<file path="src/rtl/loader_pkg.sv">
// Shared types and constants for the instruction-memory loader.
package loader_pkg;

   typedef enum logic [1:0] {
      HEADER = 2'd0,
      LOAD   = 2'd1,
      DRAIN  = 2'd2,
      DONE   = 2'd3
   } loader_state_t;

   localparam int          LOADER_HDR_BYTES = 4;
   localparam logic [31:0] INST_NOP         = 32'h0800_0000;

   // Number of words the target memory can hold, as a 32-bit count.
   function automatic logic [31:0] loader_capacity(input int addr_width);
      loader_capacity = 32'd1 << addr_width;
   endfunction

endpackage

</file>
<file path="src/rtl/byte_word_packer.sv">
// Assembles big-endian 32-bit words from a byte stream and flags word completion.
module byte_word_packer
   import loader_pkg::*;
(
   input  logic        clk,
   input  logic        reset,
   input  logic [7:0]  rx_data,
   input  logic        rx_valid,
   input  logic        accept,
   output logic [31:0] word,
   output logic        word_valid
);

   localparam logic [1:0] LAST_BYTE = 2'(LOADER_HDR_BYTES - 1);

   // Only the first three bytes need storing; the fourth is taken straight
   // from rx_data so the completed word is usable on the sampling edge.
   logic [23:0] hold_q, hold_d;
   logic [1:0]  cnt_q, cnt_d;

   // Shift in accepted bytes and advance the wrapping byte counter.
   always_comb begin
      hold_d     = hold_q;
      cnt_d      = cnt_q;
      word_valid = 1'b0;
      word       = {hold_q, rx_data};
      if (rx_valid && accept) begin
         hold_d     = {hold_q[15:0], rx_data};
         cnt_d      = cnt_q + 2'd1;
         word_valid = (cnt_q == LAST_BYTE);
      end else begin
         hold_d     = hold_q;
         cnt_d      = cnt_q;
         word_valid = 1'b0;
      end
   end

   // Packer state registers; reset drops any partial word.
   always_ff @(posedge clk) begin
      if (reset) begin
         hold_q <= 24'd0;
         cnt_q  <= 2'd0;
      end else begin
         hold_q <= hold_d;
         cnt_q  <= cnt_d;
      end
   end

endmodule

</file>
<file path="src/rtl/inst_loader_checker.sv">
// Protocol checker: a write strobe needs the load window open for two prior cycles.
module inst_loader_checker (
   input logic CLK,
   input logic reset,
   input logic loader_enable,
   input logic loader_ready
);

   logic en_h1_q, en_h1_d;
   logic en_h2_q, en_h2_d;

   // Shift the load-window level into a two-cycle history.
   always_comb begin
      en_h1_d = loader_enable;
      en_h2_d = en_h1_q;
   end

   // History registers.
   always_ff @(posedge CLK) begin
      if (reset) begin
         en_h1_q <= 1'b0;
         en_h2_q <= 1'b0;
      end else begin
         en_h1_q <= en_h1_d;
         en_h2_q <= en_h2_d;
      end
   end

   // A strobe is only legal inside a window that has been open for two cycles.
   always @(posedge CLK) begin
      if (!reset) begin
         assert (!loader_ready || (loader_enable && en_h1_q && en_h2_q))
            else $error("sink guard violated: ready without settled enable");
      end
   end

endmodule

</file>
<file path="src/rtl/inst_loader.sv">
// Load sequencer: reads a word count header, then streams words to instruction memory.
module inst_loader
   import loader_pkg::*;
#(
   parameter int INST_MEM_WIDTH = 2
) (
   input  logic                    CLK,
   input  logic                    reset,
   input  logic [7:0]              rx_data,
   input  logic                    rx_valid,
   output logic [31:0]             loader_data,
   output logic                    loader_enable,
   output logic                    loader_ready,
   output logic                    done,
   output logic [INST_MEM_WIDTH:0] words_loaded
);

   localparam logic [31:0]             CAPACITY    = loader_capacity(INST_MEM_WIDTH);
   localparam logic [INST_MEM_WIDTH:0] CAPACITY_WL = {1'b1, {INST_MEM_WIDTH{1'b0}}};
   localparam logic [INST_MEM_WIDTH:0] ONE_WL      = {{INST_MEM_WIDTH{1'b0}}, 1'b1};

   loader_state_t             state_q, state_d;
   logic [31:0]               n_q, n_d;
   logic [31:0]               idx_q, idx_d;
   logic [31:0]               data_q, data_d;
   logic                      en_q, en_d;
   logic                      rdy_q, rdy_d;
   logic                      done_q, done_d;
   logic [INST_MEM_WIDTH:0]   wl_q, wl_d;

   logic                      accept;
   logic [31:0]               word;
   logic                      word_valid;

   // Bytes are consumed only while a header or data word can still arrive.
   always_comb begin
      accept = (state_q == HEADER) || (state_q == LOAD);
   end

   byte_word_packer u_packer (
      .clk        (CLK),
      .reset      (reset),
      .rx_data    (rx_data),
      .rx_valid   (rx_valid),
      .accept     (accept),
      .word       (word),
      .word_valid (word_valid)
   );

   // Sequencer next-state and output computation.
   always_comb begin
      state_d = state_q;
      n_d     = n_q;
      idx_d   = idx_q;
      data_d  = data_q;
      en_d    = en_q;
      rdy_d   = 1'b0;
      done_d  = done_q;
      wl_d    = wl_q;
      case (state_q)
         HEADER: begin
            if (word_valid) begin
               n_d   = word;
               idx_d = 32'd0;
               if (word == 32'd0) begin
                  state_d = DONE;
                  done_d  = 1'b1;
               end else begin
                  state_d = LOAD;
                  en_d    = 1'b1;
               end
            end else begin
               state_d = HEADER;
            end
         end
         LOAD: begin
            if (word_valid) begin
               // idx_q < n_q here, so the increment cannot wrap.
               idx_d = idx_q + 32'd1;
               if (idx_q < CAPACITY) begin
                  data_d = word;
                  rdy_d  = 1'b1;
                  if (wl_q < CAPACITY_WL) begin
                     wl_d = wl_q + ONE_WL;
                  end else begin
                     wl_d = wl_q;
                  end
               end else begin
                  // Beyond memory capacity: consume the word silently.
                  data_d = data_q;
                  rdy_d  = 1'b0;
               end
               if ((idx_q + 32'd1) == n_q) begin
                  state_d = DRAIN;
               end else begin
                  state_d = LOAD;
               end
            end else begin
               state_d = LOAD;
            end
         end
         DRAIN: begin
            // The final strobe (if any) shares this cycle; close the window next.
            en_d    = 1'b0;
            done_d  = 1'b1;
            state_d = DONE;
         end
         DONE: begin
            done_d  = 1'b1;
            state_d = DONE;
         end
         default: begin
            state_d = HEADER;
         end
      endcase
   end

   // Sequencer and output registers.
   always_ff @(posedge CLK) begin
      if (reset) begin
         state_q <= HEADER;
         n_q     <= 32'd0;
         idx_q   <= 32'd0;
         data_q  <= 32'd0;
         en_q    <= 1'b0;
         rdy_q   <= 1'b0;
         done_q  <= 1'b0;
         wl_q    <= '0;
      end else begin
         state_q <= state_d;
         n_q     <= n_d;
         idx_q   <= idx_d;
         data_q  <= data_d;
         en_q    <= en_d;
         rdy_q   <= rdy_d;
         done_q  <= done_d;
         wl_q    <= wl_d;
      end
   end

   assign loader_data   = data_q;
   assign loader_enable = en_q;
   assign loader_ready  = rdy_q;
   assign done          = done_q;
   assign words_loaded  = wl_q;

   inst_loader_checker u_checker (
      .CLK           (CLK),
      .reset         (reset),
      .loader_enable (en_q),
      .loader_ready  (rdy_q)
   );

endmodule

</file>
<file path="config.mk">
export PLATFORM = sky130hd
export DESIGN_NAME = inst_loader
export DESIGN_NICKNAME = d
export VERILOG_FILES = /design/src/rtl/loader_pkg.sv /design/src/rtl/byte_word_packer.sv /design/src/rtl/inst_loader_checker.sv /design/src/rtl/inst_loader.sv
export SDC_FILE = /design/constraint.sdc
export NUM_CORES = 1
export LEC_CHECK = 0
export ABC_AREA = 1
export CORE_MARGIN = 4
export CORE_UTILIZATION = 53
export DETAILED_ROUTE_END_ITERATION = 12
export PLACE_DENSITY_LB_ADDON = 0.1
export SLEW_MARGIN = 15
export SYNTH_ARGS = -nofsm -noshare
export SYNTH_HDL_FRONTEND = slang
export SYNTH_SLANG_ARGS = --single-unit
</file>
<file path="constraint.sdc">
create_clock -name CLK -period 1.7 [get_ports CLK]
set_input_delay 0.51 -clock CLK [delete_from_list [all_inputs] [get_ports CLK]]
set_output_delay 0.51 -clock CLK [all_outputs]
set_load 0.02 [all_outputs]
</file>
# Word level (Yosys, flattened, before mapping)
# Index checks and enable logic that the tools add are counted.
op_classes:
  add_sub_neg: 3
  order_cmp: 2
  eq_ne: 9
  n_mux: 16
  bitwise: 2
  reduce_logical: 15
ops:
  columns: ["cell", "n"]
  rows:
  - ["32-bit two-way mux", 2]
  - ["32-bit case mux with 2 select lines", 1]
  - ["32-bit by 1-bit adder with 32-bit output (second input constant)", 1]
  - ["32-bit == test", 1]
  - ["32-bit logical NOT", 1]
  - ["32-bit by 3-bit less-than comparator with 1-bit output (second input constant)", 1]
  - ["3-bit AND reduction", 4]
  - ["2-bit two-way mux", 4]
  - ["2-bit == test (second input constant)", 3]
  - ["1-bit two-way mux", 6]
  - ["2-bit by 1-bit != test with 1-bit output (second input constant)", 3]
  - ["2-bit case mux with 3 select lines", 1]
  - ["2-bit nonzero test", 3]
  - ["1-bit case mux with 2 select lines", 2]
  - ["4-bit AND reduction", 1]
  - ["3-bit by 1-bit adder with 3-bit output (second input constant)", 1]
  - ["3-bit less-than comparator (second input constant)", 1]
  - ["3-bit OR reduction", 1]
  - ["2-bit by 1-bit adder with 2-bit output (second input constant)", 1]
  - ["2-bit by 1-bit == test with 1-bit output (second input constant)", 1]
  - ["2-bit logical NOT", 1]
  - ["2-bit != test (second input constant)", 1]
  - ["1-bit inverter", 2]
  - ["2-bit AND reduction", 1]
  - ["3 further kinds", 3]
word_totals:
  ff_bits: 130
  input_bits: 11
  out_inout_bits: 38
  elab_cells: 57

# Depth between registers and ports, before layout
depth:
  word_depth: 6
  ltp_mapped: 16
  ltp_nobuf: 16

# Hierarchy
# A second synthesis with hierarchy kept.
hier_totals:
  hier_cells: 1032
  area_unflattened_um2: 6605.1
modules_own_cells:
  columns: ["module", "instances", "cells_each", "area_per_inst_um2", "seq_area_each_um2"]
  rows:
  - ["inst_loader", 1, 857, 5454.0, 2082.0]
  - ["byte_word_packer", 1, 175, 1151.1, 520.5]

# Worst setup path before layout
# No wires, ideal clock.
synth_path:
  path_kind: "register to register"
  from: "reg idx_q[0]"
  to: "reg state_q[0]"
  setup_time_ns: 0.115
  arrival_ns: 1.768
  required_time_ns: 1.585
  slack_ns: -0.183
  path_stages_with_launch: 14
  path_buffers: 0
  synth_period_minus_slack_ns: 1.883
  cell_sequence: "dfxtp_1 -> ha_1 -> nand2_1 -> nor2_4 -> nand2_1 -> nor2_2 -> nand3_1 -> nand3_1 -> nand2_1 -> nor2_1 -> nand2_1 -> nor2_1 -> nand4_1 -> and2_1"
synth_between:
  elab_chain_cells: 5
synth_rtl:
  columns: ["item", "line_no", "text"]
  rows:
  - ["start, declared", "inst_loader.sv:24", "logic [31:0] idx_q, idx_d;"]
  - ["start signal, assigned", "inst_loader.sv:132", "idx_q <= idx_d;"]
  - ["32-bit by 1-bit adder with 32-bit output", "inst_loader.sv:93", "if ((idx_q + 32'd1) == n_q) begin"]
  - ["32-bit == test", "inst_loader.sv:93", null]
  - ["2-bit two-way mux", "inst_loader.sv:93", null]
  - ["2-bit two-way mux", "inst_loader.sv:77", "if (word_valid) begin"]
  - ["2-bit case mux with 3 select lines", "inst_loader.sv:60", "case (state_q)"]
  - ["end signal, assigned", "inst_loader.sv:130", "state_q <= state_d;"]
  - ["end, declared", "inst_loader.sv:22", "loader_state_t state_q, state_d;"]
# No other way between the ends.
# A chain may end at the register's enable or synchronous reset.

# Worst setup path in the final report
# Same ends and word-level chain as after synthesis.

==> summary.md <==
| Metric | Value |
|---|---|
| Fin worst setup slack | `-446 ps` |
| CTS Sinks | `between 100 and 150` |
| Initial cell density of the core | `0.549` |
| Post-CTS Hold Buffers | `0` |
| Row count | `39` |
| Worst min path class | `input port to flip-flop` |
| Peak VDD IR | `0.00108 V` |
| PwrDens | `between 700 and 800 mW/mm2` |
| Post-Route Skew | `8.04 ps` |
| # diodes | `0` |
| Crit start category | `flip-flop` |
| Synth Net Count | `942` |
| Initial antenna violation count | `0` |
| Die area | `around 0.014 mm2` |
| Status | `finished with violations` |
| Total CTS buffers | `17` |
| DP HPWL | `~14 mm` |
| Final Hold Vio Count | `0` |
| Slew Viols, Final | `0` |
| Residual DRC | `0` |
| Largest net degree at the start of global routing | `66` |
| DR pass1 iterations | `6` |
| Worst setup path category | `flip-flop to flip-flop` |
| CTS tree | `built` |
| Post-Synthesis Cells | `around 930` |
| Sequential area share after synthesis | `0.410` |
| Synth Area in Compound Gates | `0.164` |
| Post-route ant nets | `0` |
| Critical path arrival | `between 2000 and 2500 ps` |
| Die Span Y | `roughly 120 um` |
| Simple-Gate Fraction of Synth Area | `0.310` |
| Worst-path fanout max | `5` |
| Post-Route Setup TNS | `-6550 ps` |
| Final setup viols | `42` |
| Area of the core | `0.0116 mm2` |
| Die width | `approximately 120 um` |
| Shortest period the worst path allows | `2150 ps` |
| Avg Cell Area, Syn | `just under 7 um2` |
| # IOs | `49` |
| Largest family of logic cells by synthesized area | `simple AND/OR/NAND/NOR gates` |
| Clock latency on the worst-skew pair | `~430 ps` |
| Max_slew headroom | `0.714` |
| First-pass GRT wire length | `between 30 and 40 mm` |
| DRT iter0 DRCs | `around 820` |
| Crit path cell chain | `ha_4, nand2_4, nor2_4, nand2_4, nor2_4, nand2_2, nand2_2, nand2_1, nand2_1, nand2_1, nor2_2, nand2_2, nor2_4, nand4_1, and2_1` |
| Worst-margin pin slew | `~430 ps` |
| Cell variety after synth | `31` |
| Leakage Power | `just over 4 nW` |
| Slowest stage delay, CP | `roughly 370 ps` |
| RSZ-0062 raised after global routing | `true` |
| Final Cell Area | `~0.0094 mm2` |
| Final #Nets | `1114` |
| Failing checks | `negative setup slack` |
| Vias in the first global route | `between 6000 and 7000` |
| Fin util | `0.813` |
| Post-synthesis mux area share | `0` |
| CP Buf/Inv Count | `0` |
| Top Family by Delay on Critical Path | `simple AND/OR/NAND/NOR gates` |
| YS warnings | `0` |
| Wirelength per Cell | `19.1 um` |
| Total GRT Usage | `0.314` |
| Vias per cell | `5.91` |
| Xor/xnor cell area share of the yosys netlist | `0.0274` |
| Total grt overflow | `0` |
| Drt total wl | `~24 mm` |
| Max-cap violations | `0` |
| Tcrit/Tclk final | `1.26` |
| CP max-delay cell | `dfxtp_4` |
| CTS max path bufs | `2` |
| Layout cells sized above 1 | `0.283` |
| Clock-pin slew on the worst setup and hold paths | `60 ps` |
| CP Data Required Time | `between 2000 and 2500 ps` |
| Setup crit end kind | `flip-flop` |
| H-tree depth | `4` |
| Flops & latches, synth | `130` |
| FMAX | `0.466 GHz` |
| Root Driver | `clkbuf_16` |
| Area after DPL | `between 0.007 and 0.008 mm2` |
| Mapped cell area | `about 0.0064 mm2` |
| Synth Area in Adders | `0.00591` |
| Port buffer count | `48` |
| Vias post-DR | `~7400` |
| Synth-to-layout area growth | `48.0%` |
| Gp weighted congestion | `~0.9` |
## synth_stat cells
cell      instances  area share
a211oi_1         29       0.034
a21o_1            1      0.0012
a21oi_1          93       0.073
a22o_1            1      0.0014
a31oi_1           1     0.00099
and2_1            1     0.00099
buf_1             3      0.0018
clkbuf_1         34       0.020
clkinv_1          2      0.0012
dfxtp_1         130        0.41
ha_1              3      0.0059
inv_1            98       0.058
inv_2             3      0.0018
nand2_1         229        0.14
nand2_2           1     0.00099
nand2_4           2      0.0035
nand3_1          64       0.050
nand3b_1         12       0.014
nand4_1           8      0.0079
nor2_1          106       0.063
nor2_2            5      0.0049
nor2_4            4      0.0071
nor2_8            2      0.0063
nor3_1            3      0.0024
nor4_1           13       0.013
o21ai_0          66       0.052
o21ai_1           1     0.00079
or2_2             1     0.00099
xnor2_1           2      0.0028
xnor3_1           5       0.018
xor2_1            5      0.0069
## logic make-up after synthesis
| logic type | after synthesis |
|---|---|
| adder cells (fa/ha/maj) | 3 |
| buffers and inverters | 140 |
| flip-flops | 130 |
| AND/OR/NAND/NOR | 451 |
| XOR/XNOR | 12 |
| AO/OA/AOI/OAI | 192 |
## power by group
group / leakage [nW] / switching [mW] / internal [mW]
Sequential: 1.06 / 0.0701 / 3.10
Combinational: 2.71 / 0.293 / 0.154
Clock: 0.285 / 1.50 / 2.29
## final cells by class
type	count	area (um2)
Clock buffer	22	474
Fill cell	699	2160
Multi-Input combinational cell	658	3760
Timing Repair Buffer	190	1830
Clock inverter	9	119
Tap cell	143	179
Inverter	103	394
Sequential cell	130	2640
## flip-flops by register name (all words and copies together) (netlist names)
register,cells
loader_ready,1
n_q,32
done,1
state_q,2
loader_data,32
words_loaded,3
u_packer.cnt_q,2
u_packer.hold_q,24
idx_q,32
loader_enable,1
## final timing paths
kind,startpoint,to,slack (ps),cells past startpoint
min,reset,loader_data[16],350,2
min reg2reg,n_q[0],n_q[0],470,2
max reg2reg,idx_q[0],state_q[0],-450,15
max,idx_q[0],state_q[0],-450,15
## cell usage in the layout, fill, tap and decap left out, types with 4 or more instances in the layout
master	count
buf_12	12
inv_2	6
dfxtp_4	8
dfxtp_2	8
inv_1	94
buf_4	106
o21ai_2	4
a21oi_2	6
buf_6	15
nand4_1	8
nor4_4	4
dlygate4sd2_1	36
a21oi_1	87
nor2_1	76
nand2_4	6
nand3_1	61
nand2_2	19
nor2_2	19
nand3b_1	12
o21ai_0	60
xnor3_1	5
clkbuf_16	21
nor2_4	20
inv_6	5
xor2_1	5
clkdlybuf4s50_1	8
a211oi_2	28
dfxtp_1	114
nand2_1	207
nor4_1	8
## through the flow
step	hold slack, ps	total power [mW]	setup slack [ps]	cells
6_report	347	7.41	-446	1255
5_1_grt	362	7.54	-574	1255
4_1_cts	332	7.30	-393	1239
3_5_place_dp	461	3.60	-629	1190
3_3_place_gp	456	3.59	-589	1190
2_1_floorplan	444	3.43	-99.1	928
## layer usage
metal,vias to the layer above,wire [um],track usage,part of all wire
li1,3395,-,-,-
met1,3503,9240,0.395,0.39
met2,418,11700,0.522,0.49
met3,99,2050,0.0634,0.086
met4,0,1010,0.141,0.042
met5,-,0,0,0
## timing repair
action	CTS	global route
gates resized for setup	98	126
buffers inserted	13	21
cloned	6	4
pin swaps	17	36
endpoints found under the setup margin	78	104
(Power assumes the default switching activity.)
